===== src/rtl/cpu_sequencer.sv =====
// cpu_sequencer -- multi-cycle Hack-style instruction sequencer.
//
// Each instruction takes five cycles: FETCH -> LATCH -> WAIT -> EXEC -> WB.
// The sequencer owns PC and IR and runs the ALU. The A, D and M storage lives
// in an external memory controller. This block drives that controller through
// data_out and the three write-enable pulses.
//
// Ports:
//   clk, rst          clock, synchronous active-high reset
//   rom_addr  [15:0]  instruction ROM address (= PC)
//   rom_data  [15:0]  instruction word, valid one cycle after rom_addr
//   reg_a_in  [15:0]  current A register
//   reg_d_in  [15:0]  current D register
//   reg_m_in  [15:0]  current RAM[A]
//   reg_a_en          write data_out to A
//   reg_d_en          write data_out to D
//   reg_m_en          write data_out to RAM[A]
//   data_out  [15:0]  value to write
//   pc_out    [15:0]  current PC
//   halted            self-jump halt detected
//
// Optional feature: define CPU_SEQUENCER_HALT_EN to enable halt detection.
// With it enabled, "0;JMP" to its own address stops the sequencer in FETCH
// until reset. Without it, halted is tied low and self-jumps simply loop.
//
// Output timing: every output is registered. Values that are decided in EXEC
// become visible during WB. The deferred C-instruction A write is decided in
// WB and becomes visible in the following FETCH cycle. As a result, an M write
// always uses the old A.

module cpu_sequencer (
    input  logic        clk,
    input  logic        rst,
    output logic [15:0] rom_addr,
    input  logic [15:0] rom_data,
    input  logic [15:0] reg_a_in,
    input  logic [15:0] reg_d_in,
    input  logic [15:0] reg_m_in,
    output logic        reg_a_en,
    output logic        reg_d_en,
    output logic        reg_m_en,
    output logic [15:0] data_out,
    output logic [15:0] pc_out,
    output logic        halted
);

    localparam logic [2:0] S_FETCH = 3'd0;
    localparam logic [2:0] S_LATCH = 3'd1;
    localparam logic [2:0] S_WAIT  = 3'd2;
    localparam logic [2:0] S_EXEC  = 3'd3;
    localparam logic [2:0] S_WB    = 3'd4;

    logic [2:0]  state;
    logic [15:0] pc;
    logic [15:0] ir;

    // C-instruction fields
    logic        is_c;
    logic        f_a, f_zx, f_nx, f_zy, f_ny, f_f, f_no;
    logic        f_da, f_dd, f_dm;
    logic [2:0]  f_j;

    assign is_c = ir[15];
    assign f_a  = ir[12];
    assign f_zx = ir[11];
    assign f_nx = ir[10];
    assign f_zy = ir[9];
    assign f_ny = ir[8];
    assign f_f  = ir[7];
    assign f_no = ir[6];
    assign f_da = ir[5];
    assign f_dd = ir[4];
    assign f_dm = ir[3];
    assign f_j  = ir[2:0];

    // ALU
    logic [15:0] x_op, y_op, alu_raw, alu;
    logic        alu_zr, alu_ng, take_jump;

    always_comb begin
        x_op = reg_d_in;
        y_op = f_a ? reg_m_in : reg_a_in;
        if (f_zx) x_op = 16'h0000;
        if (f_nx) x_op = ~x_op;
        if (f_zy) y_op = 16'h0000;
        if (f_ny) y_op = ~y_op;
        alu_raw = f_f ? (x_op + y_op) : (x_op & y_op);
        alu     = f_no ? ~alu_raw : alu_raw;
    end

    assign alu_zr    = (alu == 16'h0000);
    assign alu_ng    = alu[15];
    assign take_jump = (f_j[2] & alu_ng) | (f_j[1] & alu_zr) | (f_j[0] & ~alu_ng & ~alu_zr);

`ifdef CPU_SEQUENCER_HALT_EN
    logic halt_q;
    logic halt_hit;
    // An unconditional jump to its own address can never make progress.
    assign halt_hit = is_c && (f_j == 3'b111) && (reg_a_in == pc);
    assign halted   = halt_q;
`else
    assign halted   = 1'b0;
`endif

    assign rom_addr = pc;
    assign pc_out   = pc;

    always_ff @(posedge clk) begin
        if (rst) begin
            state    <= S_FETCH;
            pc       <= 16'h0000;
            ir       <= 16'h0000;
            data_out <= 16'h0000;
            reg_a_en <= 1'b0;
            reg_d_en <= 1'b0;
            reg_m_en <= 1'b0;
`ifdef CPU_SEQUENCER_HALT_EN
            halt_q   <= 1'b0;
`endif
        end else begin
            // Enables are single-cycle pulses by default.
            reg_a_en <= 1'b0;
            reg_d_en <= 1'b0;
            reg_m_en <= 1'b0;
            case (state)
                S_FETCH: begin
`ifdef CPU_SEQUENCER_HALT_EN
                    if (!halt_q) state <= S_LATCH;
`else
                    state <= S_LATCH;
`endif
                end
                S_LATCH: begin
                    ir    <= rom_data;
                    state <= S_WAIT;
                end
                S_WAIT: begin
                    // M follows A through a 2-cycle path; let it settle.
                    state <= S_EXEC;
                end
                S_EXEC: begin
                    if (!is_c) begin
                        data_out <= {1'b0, ir[14:0]};
                        reg_a_en <= 1'b1;
                        pc       <= pc + 16'd1;
                    end else begin
                        data_out <= alu;
                        reg_d_en <= f_dd;
                        reg_m_en <= f_dm;
                        pc       <= take_jump ? reg_a_in : pc + 16'd1;
                    end
                    state <= S_WB;
`ifdef CPU_SEQUENCER_HALT_EN
                    // D/M writes of the halting instruction still go out.
                    // Its A write and WB are skipped.
                    if (halt_hit) begin
                        halt_q <= 1'b1;
                        state  <= S_FETCH;
                    end
`endif
                end
                S_WB: begin
                    // The A write is issued one cycle after the M write.
                    // This ensures the M write still uses the old A.
                    reg_a_en <= is_c & f_da;
                    state    <= S_FETCH;
                end
                default: state <= S_FETCH;
            endcase
        end
    end

endmodule


===== config.mk =====
export PLATFORM = sky130hd
export DESIGN_NAME = cpu_sequencer
export DESIGN_NICKNAME = d
export VERILOG_FILES = /design/src/rtl/cpu_sequencer.sv
export SDC_FILE = /design/constraint.sdc
export NUM_CORES = 1
export LEC_CHECK = 0
export CAP_MARGIN = 25
export CORE_UTILIZATION = 50
export DETAILED_ROUTE_END_ITERATION = 6
export PLACE_DENSITY_LB_ADDON = 0.25
export REMOVE_ABC_BUFFERS = 1
export SYNTH_ARGS = -nofsm -noshare
export SYNTH_HDL_FRONTEND = slang
export SYNTH_SLANG_ARGS = --single-unit
export TNS_END_PERCENT = 30

===== constraint.sdc =====
create_clock -name clk -period 5.5 [get_ports clk]
set_input_delay 1.65 -clock clk [delete_from_list [all_inputs] [get_ports clk]]
set_output_delay 1.65 -clock clk [all_outputs]
set_load 0.005 [all_outputs]

==> reports/results.ini, run 1 <==
[run_status]
status = finished, violations left
violations = DRC

[power_and_ir_drop]
power_density_nw_per_um2 = 249
p_leak_nw = 2.75
peakVddDrop_mv = 0.154

[logic_synthesis]
yosysSeqAreaShare_pct = 23.5
ys_ff_latch = 54
synth_area_per_cell_um2 = 7.43
ys_warn_count = 0
synth_edf_count = 0
syn_inst = 619
synth_ff_type = dfxtp_1
synth_cell_types = 57
synth_area_um2 = 4600
async_reset_ff_share_pct = 0

[grt]
busiest_layer = met2
grt_first_pass_wirelength_um = 23000
use_met3_pct = 4.65
grt_pass1_vias = 4754
gr-total-overflow = 0
grtUsageTotal_pct = 29.6
antenna_found_initial = 0
grt_max_degree = 53
use_met2_pct = 50.0
met1_usage_pct = 37.8

[final_layout]
postLayoutCellArea_um2 = 6680
fill_cells = 652
final_util_pct = 75.9
layout_common_cells = clkdlybuf4s50_1 (98), buf_4 (81), nand2_1 (80)
nNetsFinal = 853
diodes = 0
layout_commonest_cell = clkdlybuf4s50_1
areaGrowthSynthToFinish_pct = 45.2
final_cells = 877
layout-drive-gt1-share_pct = 18.2

[detailed_routing]
vias = 5217
firstDrtPassIters = 7
ant_nets = 0
detail_route.vias_per_cell = 5.95
wl_per_cell_um = 17.5
drtIter0Drc = 348
wl_um = 15300
drc_errors = 11

[timing]
fin_crit_sh_pct = 99.6
slew_headroom_pct = 32.2
finalSetupViolCount = 0
clock_skew_ps = 11.6
period_minus_slack_ps = 5480
drv_slew = 0
hold_viol = 0
clock.fmax_ghz = 0.183
tightest_slew_ps = 1020
holdWs_ps = 462
tns_ps = 0

[clock_network]
holdBufCountCts = 0
clock_sinks = 54
clockRootBuffer = clkbuf_8
clk_latency_ps = 310
clk_path_buf_depth = 2
cts_buffers = 5
cts_tree = done
htree_num_levels = 2
clk_pin_slew_ps = 100

[setup_path]
cp.arrival_ps = 5700
end_kind = flop
critPathRequiredTime_ps = 5730
crit_end = pc_out[1]$_SDFFE_PP0P_
worst-path-max-fanout = 5
r2r_slack_ps = 770
r2r-start = ir[12]$_SDFFE_PP0P_
path_class = primary input to flop
cp-startpoint = reg_d_in[1]
start_kind = primary input
ff2ff_path_depth = 16
r2r-end = pc_out[1]$_SDFFE_PP0P_

[floorplan]
coreArea_um2 = 8810
die_y_um = 97.9
ios = 118
fp.dieW_um = 97.9
num_rows = 34
die-area_um2 = 9590
start_util_pct = 52.2

[job]
max-cap-violations = 0

[place]
place_inst = 853
place_area_um2 = 6120
io_buffers = 116
dp_hpwl_um = 10900
place.gp.congestion = 0.968

[min_path]
hp-start = ir[14]$_SDFFE_PP0P_
hp-class = flop to flop

-- layout make-up --
| class | instances | area, um2 | area share [%] |
|---|---|---|---|
| sequential | 54 | 1080 | 16.2 |
| tap | 108 | 135 | 2.02 |
| multi-input combinational | 500 | 3460 | 51.8 |
| clock inverter | 2 | 13.8 | 0.206 |
| inverter | 4 | 15.0 | 0.225 |
| timing repair buffer | 204 | 1910 | 28.5 |
| clock buffer | 5 | 68.8 | 1.03 |
-- registers in the layout (all words and copies together), names as in the netlist --
register / cells
reg_a_en: 1
reg_m_en: 1
data_out: 16
pc_out: 16
ir: 16
state: 3
reg_d_en: 1
-- cells by family (layout without fill, tap and decap cells) --
kind of cell	after synthesis	in the layout	synth area share (%)
AOI/OAI and AO/OA	137	137	20.9
buffers and inverters	65	215	6.96
muxes	31	31	6.74
adders and majority gates	18	18	5.06
xor gates and xnor gates	45	45	8.57
and+or+nand+nor	268	268	28.2
other	1	1	0.0815
DFF	54	54	23.5
-- per-stage QoR --
step                      power (mW)  setup WS (ps)
after detailed placement        1.28           -603
after global routing            1.75          -93.3
after global placement          1.26           -375
after CTS                       1.53           1.58
final                           1.67           24.2
after floorplan                0.899          -49.4
-- power by group --
| part | internal [mW] | switching (mW) | total, mW |
|---|---|---|---|
| combinational | 0.505 | 0.470 | 0.975 |
| sequential | 0.421 | 0.0462 | 0.467 |
| clock | 0.0885 | 0.136 | 0.224 |
-- critical path: stages --
cell,delay (ps)
clkdlybuf4s50_1,470
nand2b_1,80
xnor2_1,390
ha_4,290
a21oi_4,180
o211ai_4,120
a211o_1,320
and3_4,160
or4_4,570
a2111oi_4,370
a21boi_1,130
o311a_4,450
buf_8,150
mux2i_4,180
a211oi_2,180
-- cells in the mapped netlist (6+ instances only) --
| library cell | n | area (um2) |
|---|---|---|
| xor2_1 | 17 | 149 |
| dfxtp_1 | 54 | 1080 |
| and3_1 | 18 | 113 |
| a31oi_1 | 18 | 113 |
| clkbuf_1 | 35 | 131 |
| o21ai_0 | 7 | 35.0 |
| ha_1 | 17 | 213 |
| buf_1 | 6 | 22.5 |
| mux2i_1 | 31 | 310 |
| nand2b_1 | 30 | 188 |
| a21oi_1 | 35 | 175 |
| nor2b_1 | 6 | 37.5 |
| a21o_1 | 18 | 135 |
| a211oi_1 | 20 | 150 |
| buf_4 | 18 | 135 |
| nor3_1 | 8 | 40.0 |
| xnor2_1 | 28 | 245 |
| nor2_1 | 63 | 236 |
| or3_1 | 9 | 56.3 |
| nand3_1 | 28 | 140 |
| nand2_1 | 81 | 304 |
-- timing repair --
item / 4_1_cts / 5_1_grt
resized for setup: 11 / 60
setup endpoints to repair: 16 / 16
setup buffers: 2 / 13
pin swaps: 3 / 40
cloned: 0 / 1
-- metal layers --
layer	share of wire, %	vias up
met1	41	2446
li1	-	2476
met2	49	258
met5	0	-
met3	7.1	37
met4	2.7	0
-- worst min path at each step --
stage	depth (start not counted)	end	slack (ps)
6_report	2	ir[14]$_SDFFE_PP0P_	460
5_1_grt	2	ir[5]$_SDFFE_PP0P_	500
4_1_cts	2	ir[14]$_SDFFE_PP0P_	470
3_5_place_dp	2	ir[14]$_SDFFE_PP0P_	450
3_3_place_gp	2	ir[13]$_SDFFE_PP0P_	450
2_1_floorplan	2	ir[13]$_SDFFE_PP0P_	430
No activity file was read; power rests on OpenSTA's default activity.
==> run 2, diff against run 1 <==
--- a/config.mk
+++ b/config.mk
@@ -6,7 +6,8 @@
 export NUM_CORES = 1
 export LEC_CHECK = 0
 export CAP_MARGIN = 25
-export CORE_UTILIZATION = 50
+export CORE_ASPECT_RATIO = 1.25
+export CORE_UTILIZATION = 45
 export DETAILED_ROUTE_END_ITERATION = 6
 export PLACE_DENSITY_LB_ADDON = 0.25
 export REMOVE_ABC_BUFFERS = 1
==> reports/results.ini, run 2 (synthesis results as in run 1) <==
[setup_path]
crit_path_frequent_cell = buf_4
worst-path-buf-inv = 4  ; +2
start_kind = primary input
crit_slowest_cell = clkdlybuf4s50_1
cp.arrival_ps = 5590  ; -110 ps
path_class = primary input to flop
critPathRequiredTime_ps = 5710  ; -20 ps
crit_family = simple AND/OR/NAND/NOR gates
end_kind = flop
critPathMaxStageDelay_ps = 490  ; -80 ps
crit_path_cell_trace = clkdlybuf4s50_1 -> mux2i_1 -> nor2_1 -> xor2_1 -> ha_1 -> buf_4 -> nand2b_1 -> nor3_2 -> buf_4 -> o31ai_1 -> nor4_4 -> mux2i_2 -> a2111oi_4 -> buf_4 -> a21boi_2 -> o311a_4 -> or3_1 -> a31oi_1
worst-path-max-fanout = 7  ; +2

[timing]
hold_viol = 0  ; unchanged
clock.fmax_ghz = 0.186  ; +1.8%
slew_headroom_pct = 29.3  ; -2.8 points
clock_skew_ps = 4.00  ; -7.62 ps
fin_crit_sh_pct = 97.8  ; -1.7 points
period_minus_slack_ps = 5380  ; -95.4 ps
finalSetupViolCount = 0  ; unchanged
tightest_slew_ps = 1060  ; +41.3 ps
drv_slew = 0  ; unchanged
setup_ws_ps = 120  ; +95.4 ps

[detailed_routing]
ant_nets = 0  ; unchanged
firstDrtPassIters = 7  ; unchanged
drc_errors = 0  ; -11
vias = 5097  ; -2.3%
drtIter0Drc = 323  ; -7.2%
detail_route.vias_per_cell = 5.64  ; -5.1%
wl_per_cell_um = 16.8  ; -3.8%
wl_um = 15200  ; -0.90%

[final_layout]
diodes = 0  ; unchanged
layout_common_cells = clkdlybuf4s50_1 (98), buf_4 (87), nand2_1 (79)
areaGrowthSynthToFinish_pct = 49.6
layout-drive-gt1-share_pct = 20.1  ; +1.9 points
ff_latch_area_um2 = 1080  ; unchanged
layout_commonest_cell = clkdlybuf4s50_1
fill_cells = 781  ; +20%
multi_input_comb_area_um2 = 3500  ; +1.3%
nNetsFinal = 860  ; +0.82%

[clock_network]
htree_num_levels = 2  ; unchanged
clockRootBuffer = clkbuf_16
clk_latency_ps = 290  ; -20 ps
holdBufCountCts = 0  ; unchanged
clk_path_buf_depth = 2  ; unchanged
cts_buffers = 5  ; unchanged
cts_tree = done
clk_pin_slew_ps = 70  ; -30 ps
clock_sinks = 54  ; unchanged

[grt]
grt_first_pass_wirelength_um = 23000  ; about the same
antenna_found_initial = 0  ; unchanged
grtUsageTotal_pct = 27.2  ; -2.4 points
grt_pass1_vias = 4885  ; +2.8%
gr-total-overflow = 0  ; unchanged
grt_max_degree = 53  ; unchanged

[power_and_ir_drop]
peakVddDrop_mv = 0.188  ; +22%
power_density_nw_per_um2 = 266  ; +6.5%
p_leak_nw = 2.81  ; +2.3%
fin_total_pwr_mw = 1.83  ; +9.8%

[floorplan]
start_util_pct = 47.1  ; -5.1 points
die-area_um2 = 10600  ; +11%
die_y_um = 115  ; +17%
fp.dieW_um = 92.4  ; -5.6%
num_rows = 40  ; +18%
ios = 118  ; unchanged
coreArea_um2 = 9760  ; +11%

[place]
place.gp.congestion = 0.888  ; -8.2%
io_buffers = 116  ; unchanged
dp_slack_ps = -698  ; -94.6 ps
dp_hpwl_um = 11000  ; +1.1%

[job]
max-cap-violations = 0  ; unchanged

[min_path]
hp-class = flop to flop

[run_status]
status = finished clean

-- run 2: cell count changes in the layout (fill, tap and decap cells not counted), sizes merged --
cell / delta
buf: +8
clkinvlp: +1
clkinv: -1
bufinv: +1
clkbuf: -1
-- run 2: layout make-up --
type	count	share of cell area [%]
multi-input cells	500	50.9
repair buffers	211	28.4
flip-flops and latches	54	15.7
well taps	126	2.29
clock buffers	5	1.82
clock inverters	3	0.709
inverters	4	0.218
-- run 2: final timing paths --
| kind | startpoint | endpoint | slack [ps] | depth (start not counted) |
|---|---|---|---|---|
| hold reg to reg | ir[13]$_SDFFE_PP0P_ | ir[13]$_SDFFE_PP0P_ | 460 | 2 |
| hold / removal | ir[13]$_SDFFE_PP0P_ | ir[13]$_SDFFE_PP0P_ | 460 | 2 |
| setup reg to reg | ir[12]$_SDFFE_PP0P_ | pc_out[0]$_SDFFE_PP0P_ | 850 | 15 |
| setup / recovery | reg_a_in[6] | pc_out[0]$_SDFFE_PP0P_ | 120 | 18 |
-- run 2: stage by stage --
stage / hold slack, ps / utilization (%) / setup TNS (ps) / std cells / cell area (um2)
6_report: 461 / 70.5 / 0 / 903 / 6880
5_1_grt: 486 / 70.5 / -3.79 / 903 / 6880
4_1_cts: 459 / 66.1 / 0 / 888 / 6450
3_5_place_dp: 449 / 63.5 / -10500 / 878 / 6190
3_3_place_gp: 444 / 63.5 / -9270 / 878 / 6190
2_1_floorplan: 426 / - / -83.5 / 558 / 4300
-- run 2: what timing repair did --
item,4_1_cts,5_1_grt
pin swaps,5,49
resized for setup,13,69
cloned,0,1
buffers inserted,2,13
setup endpoints to repair,16,16
-- run 2: routing by layer --
metal	global-route usage (%)	up-vias	share of wire, %
li1	-	2481	-
met1	31.3	2422	40
met2	51.6	161	53
met3	2.38	33	4.2
met4	10.3	0	3.0
met5	0	-	0
-- run 2: worst min-delay path: cells and delay by family, from the launching register on --
kind / cells / cell delay (ps)
simple gates: 1 / 50
compound gates: 1 / 50
flops: 1 / 320
-- run 2: where the power goes --
part           switching, mW  internal [mW]
clock network          0.155          0.218
logic                  0.477          0.515
registers             0.0435          0.421
==> RTL edit 1: new RTL, settings of run 2 <==
Put one more register stage on the output `data_out`, with the module's reset. The value now appears one clock later. The other outputs are not delayed to match.
--- a/src/rtl/cpu_sequencer.sv
+++ b/src/rtl/cpu_sequencer.sv
@@ -49,6 +49,8 @@
     localparam logic [2:0] S_WAIT  = 3'd2;
     localparam logic [2:0] S_EXEC  = 3'd3;
     localparam logic [2:0] S_WB    = 3'd4;
+
+    logic [15:0] data_s0;
 
     logic [2:0]  state;
     logic [15:0] pc;
@@ -110,7 +112,7 @@
             state    <= S_FETCH;
             pc       <= 16'h0000;
             ir       <= 16'h0000;
-            data_out <= 16'h0000;
+            data_s0 <= 16'h0000;
             reg_a_en <= 1'b0;
             reg_d_en <= 1'b0;
             reg_m_en <= 1'b0;
@@ -140,11 +142,11 @@
                 end
                 S_EXEC: begin
                     if (!is_c) begin
-                        data_out <= {1'b0, ir[14:0]};
+                        data_s0 <= {1'b0, ir[14:0]};
                         reg_a_en <= 1'b1;
                         pc       <= pc + 16'd1;
                     end else begin
-                        data_out <= alu;
+                        data_s0 <= alu;
                         reg_d_en <= f_dd;
                         reg_m_en <= f_dm;
                         pc       <= take_jump ? reg_a_in : pc + 16'd1;
@@ -170,5 +172,13 @@
         end
     end
 
+    always_ff @(posedge clk) begin
+        if (rst) begin
+            data_out <= '0;
+        end else begin
+            data_out <= data_s0;
+        end
+    end
+
 endmodule
 
Behaviour: not the same (a bounded check fails within 10 cycles, from zero or initial values and one cycle with rst high).
==> RTL edit 1 against run 2 <==
- power increased by 9.5%
- worst setup slack improved by 0.015 ns
- area after synthesis increased by 6.0%
- sequential share of layout area increased by 4.5 points
- critical path type unchanged
- die area increased by 5.8%
- design area increased by 0.82%
- clock skew increased by 0.0011 ns
- sequential cell count increased by 16
- routed wire length decreased by 8.6%
==> RTL edit 1: results (changes against run 2) <==
| Metric | Value |
|---|---|
| Status | `complete, no violations` |
| Worst R2R Path Depth | `18 (+3)` |
| Critical Path AT | `5.61 ns (+0.02 ns)` |
| Synth top cells by count | `dfxtp_1, nand2_1, nor2_1` |
| Post-Synth Adder-Cell Area | `4.774% (-0.28 points)` |
| Slew margin rel. | `45.08% (+16 points)` |
| Worst VDD drop | `0.1763 mV (-6.3%)` |
| Synth Instances | `624 (+0.81%)` |
| Num CTS Buffers | `9 (+4)` |
| Share of cells above drive strength 1 | `14.51% (-5.6 points)` |
| # nets final | `851 (-1.0%)` |
| Multiplexer area fraction after synthesis | `7.623% (+0.88 points)` |
| Gr usage total | `25.03% (-2.2 points)` |
| Clock latency on the worst-skew pair | `0.33 ns (+0.04 ns)` |
| Psw | `667.6 uW (-1.1%)` |
| DR iter-0 viols | `258 (-20%)` |
| Synth unique cells | `54 (-5.3%)` |
| First-pass GRT wire length | `22360 um (-2.9%)` |
| CP top delay family | `compound AO/OA/AOI/OAI gates` |
| Sequential Power Share | `29.3% (+3.9 points)` |
| Placer Congestion | `0.8971 (+1.0%)` |
| Synth async-reset ratio | `0% (unchanged)` |
| H-tree levels | `3 (+1)` |
| Pin count of the biggest net entering global routing | `44 (-17%)` |
| Post-Synth XOR/XNOR Area | `9.702% (+1.1 points)` |
| DP HPWL | `10070 um (-8.3%)` |
| Delay of the slowest critical-path stage | `0.48 ns` |
| Synth Area in Compound Gates | `16.30% (-4.6 points)` |
| Worst-case clock skew | `0.005098 ns (+0.001098 ns)` |
| Filler Cell Count | `912 (+17%)` |
| Drt wl/cell | `15.38 um (-8.7%)` |
| Dpl cells | `875 (-0.34%)` |
| Vias per std cell | `5.502 (-2.5%)` |
| Vias in the first global route | `4703 (-3.7%)` |
| Top cells by area, synth | `dfxtp_1, mux2i_1, nand2_1` |
| 1st-pass router iterations | `5 (-2)` |
| Routed wire length | `13900 um (-8.6%)` |
-- RTL edit 1: layout make-up --
type	count	area [sq um]	share of cell area [%]
clock inverter	6	70.07	1.010
multi-input combinational	489	3263	47.02
sequential	70	1401	20.19
inverter	8	30.03	0.4327
timing repair buffer	189	1780	25.66
tap	132	165.2	2.380
clock buffer	10	229.0	3.300
-- RTL edit 1: through the flow --
stage	util, %	instance area, sq um	TNS [ns]	setup WS, ns	power (uW)
finish	65.70	6939	0	0.1345	2003
global route	65.70	6939	-0.1226	-0.02788	2110
CTS	63.87	6746	0	0.01467	1958
detailed placement	60.36	6376	-6.595	-0.4771	1352
global placement	60.36	6376	-5.208	-0.4052	1332
floorplan	-	4592	-0.09797	-0.06317	1011
-- RTL edit 1: metal layers --
layer	track usage [%]	routed length, um
met1	30.58	5883
met2	43.44	7096
met3	3.990	604
met4	8.617	315
met5	0	0
-- RTL edit 1: final timing paths --
check                                 start         to  slack (ns)
worst max-delay path            reg_a_in[7]  pc_out[0]        0.13
worst min-delay path                 ir[14]     ir[14]        0.46
worst max register to register       ir[12]  pc_out[0]        0.86
worst min register to register       ir[14]     ir[14]        0.46
-- RTL edit 1: what timing repair did --
action | CTS | global route
setup endpoints to repair | 14 | 16
gates cloned | 0 | 0
gates resized for setup | 7 | 33
setup buffers | 6 | 7
pin swaps | 8 | 36
-- RTL edit 1: worst register-to-register path, delay by kind of cell (launching register included) --
kind / cells / cell delay (ns)
adders and majority gates: 2 / 0.58
buffers and inverters: 2 / 0.31
muxes: 2 / 0.33
xor gates and xnor gates: 1 / 0.17
AOI/OAI and AO/OA: 6 / 1.50
and+or+nand+nor: 5 / 0.97
DFF: 1 / 0.69
==> RTL edit 2: new RTL, flow settings as in run 2 <==
Made on the original files. The option `CPU_SEQUENCER_HALT_EN` is turned on by a define.
--- a/src/rtl/cpu_sequencer.sv
+++ b/src/rtl/cpu_sequencer.sv
@@ -27,6 +27,8 @@
 // become visible during WB. The deferred C-instruction A write is decided in
 // WB and becomes visible in the following FETCH cycle. As a result, an M write
 // always uses the old A.
+
+`define CPU_SEQUENCER_HALT_EN
 
 module cpu_sequencer (
     input  logic        clk,
Check against the original RTL: not equivalent (Yosys sat finds a counterexample within 10 cycles, from zero or initial values and one cycle with rst high).
==> RTL edit 2 against run 2 <==
- global-route usage rose by 0.57 points
- design area rose by 5.5%
- sequential cell count rose by 1
- count of clock-buffer cells in the layout did not move
- worst setup slack got worse by 0.095 ns
- fmax fell by 1.7%
- area after synthesis rose by 11%
- power rose by 6.3%
- highest routed layer unchanged
- routed wire length rose by 14%
==> RTL edit 2: results (changes against run 2) <==
| Metric | Value |
|---|---|
| Status | `complete, no violations` |
| CP top delay family | `simple AND/OR/NAND/NOR gates` |
| Worst slew pin tran | `1.006 ns (-0.05236 ns)` |
| Clock latency on the worst-skew pair | `0.31 ns (+0.02 ns)` |
| Longest Clk Path Bufs | `2 (unchanged)` |
| IO buf count | `117 (+0.86%)` |
| Initial antenna violation count | `0 (unchanged)` |
| Placer Congestion | `0.9633 (+8.5%)` |
| Post-Synth XOR/XNOR Area | `11.18% (+2.6 points)` |
| Routed wire length | `17410 um (+14%)` |
| Share of cells above drive strength 1 | `18.53% (-1.5 points)` |
| Multiplexer area fraction after synthesis | `5.310% (-1.4 points)` |
| Root Buffer | `clkbuf_16` |
| 1st-pass router iterations | `5 (-2)` |
| Num CTS Buffers | `5 (unchanged)` |
| Critical Path AT | `5.72 ns (+0.13 ns)` |
| Sequential element share of the synthesized area | `21.63% (-1.9 points)` |
| Pin count of the biggest net entering global routing | `63 (+19%)` |
| Crit Path Max Fanout | `9 (+2)` |
| Post-Synth Adder-Cell Area | `4.572% (-0.49 points)` |
| Vias per std cell | `5.967 (+5.7%)` |
| Clock transition at path regs | `0.09 ns (+0.02 ns)` |
| DR iter-0 viols | `314 (-2.8%)` |
| Synth Warn # | `0 (unchanged)` |
| Synth top cells by count | `nand2_1, dfxtp_1, nor2_1` |
| Max-cap viol count | `0 (unchanged)` |
| Synth Area in Compound Gates | `22.12% (+1.2 points)` |
| Worst-case clock skew | `0.01054 ns (+0.006541 ns)` |
| DP HPWL | `12780 um (+16%)` |
| First-pass GRT wire length | `26370 um (+15%)` |
| Hold/Removal Path Class | `reg2reg` |
| Worst VDD drop | `0.1457 mV (-23%)` |
| Synth unique cells | `71 (+25%)` |
| # nets final | `914 (+6.3%)` |
| Vias in the first global route | `5286 (+8.2%)` |
| Gr usage total | `27.78% (+0.57 points)` |
| Top cells by area, synth | `dfxtp_1, xor2_1, nand2_1` |
| Synth async-reset ratio | `0% (unchanged)` |
| Slowest CP cell | `or4_1` |
| Lkg Pwr | `0.002930 uW (+4.3%)` |
## RTL edit 2: cell types whose count changed in the layout (fill, tap and decap cells not counted), moves of 13 or more
cell	before	now
nand2b_1	30	17
a21o_1	18	4
or4_1	0	15
nand3_1	26	9
a221o_1	0	13
xor2_1	15	33
## RTL edit 2: stage by stage
step | area, sq um | setup WS [ns] | setup TNS, ns | hold slack (ns) | instances
after CTS | 6993 | 0.02692 | 0 | 0.4623 | 956
after global placement | 6803 | -0.3952 | -5.105 | 0.4453 | 948
after floorplan | 4762 | 0.1151 | 0 | 0.4303 | 605
after global routing | 7259 | -0.1821 | -1.299 | 0.4769 | 966
final | 7259 | 0.02508 | 0 | 0.4617 | 966
after detailed placement | 6803 | -0.4018 | -5.261 | 0.4504 | 948
## RTL edit 2: worst reg2reg max path, cell delays in order (launching register included)
cell,delay [ns]
dfxtp_1,0.86
buf_4,0.31
mux2i_1,0.19
nor2_1,0.07
xor2_1,0.18
ha_1,0.36
a21oi_2,0.27
nand2_1,0.15
buf_4,0.15
a2111o_1,0.28
a21oi_1,0.17
a32o_1,0.27
mux2i_2,0.32
nand4b_1,0.20
a211oi_4,0.09
buf_2,0.21
or4_1,0.49
a31oi_1,0.13
## RTL edit 2: area by class of cell
class | count | area [sq um]
clock inverters | 3 | 31.28
repair buffers | 218 | 1978
clock buffers | 5 | 125.1
multi-input cells | 538 | 3810
inverters | 12 | 45.04
fillers | 965 | 3770
flip-flops and latches | 55 | 1101
well taps | 135 | 168.9
## RTL edit 2: worst paths after layout
check | startpoint | endpoint | slack [ns] | depth (start not counted)
setup / recovery | reg_m_in[4] | pc_out[0] | 0.03 | 18
hold reg to reg | ir[13] | ir[13] | 0.46 | 2
setup reg to reg | ir[12] | pc_out[0] | 0.74 | 17
hold / removal | ir[13] | ir[13] | 0.46 | 2
## RTL edit 2: report_power, final
group	total [uW]	switching [uW]	internal, uW	leakage, uW
logic	1100	532	564	0.00240
registers	490	56.4	433	0.000449
clock network	358	180	178	0.0000782
## RTL edit 2: cells by family after synthesis
kind of cell	Yosys count
AO/OA/AOI/OAI	154
XOR/XNOR	65
adder cells (fa/ha/maj)	18
buffers and inverters	76
flip-flops	55
multiplexers	27
AND/OR/NAND/NOR	274
## RTL edit 2: repair_timing
item / 4_1_cts / 5_1_grt
hold buffers: 0 / 0
pin swaps: 3 / 26
endpoints found under the setup margin: 14 / 16
cloned: 0 / 2
gates resized for setup: 6 / 38
buffers inserted: 0 / 8
## RTL edit 2: routing by layer
layer | GRT usage [%] | up-vias | part of all wire (%) | wire length [um]
met3 | 3.629 | 54 | 6.1 | 1061
li1 | - | 2713 | - | -
met5 | 0 | - | 0 | 0
met4 | 13.34 | 0 | 4.3 | 750
met2 | 48.06 | 261 | 49 | 8598
met1 | 34.00 | 2736 | 40 | 6997
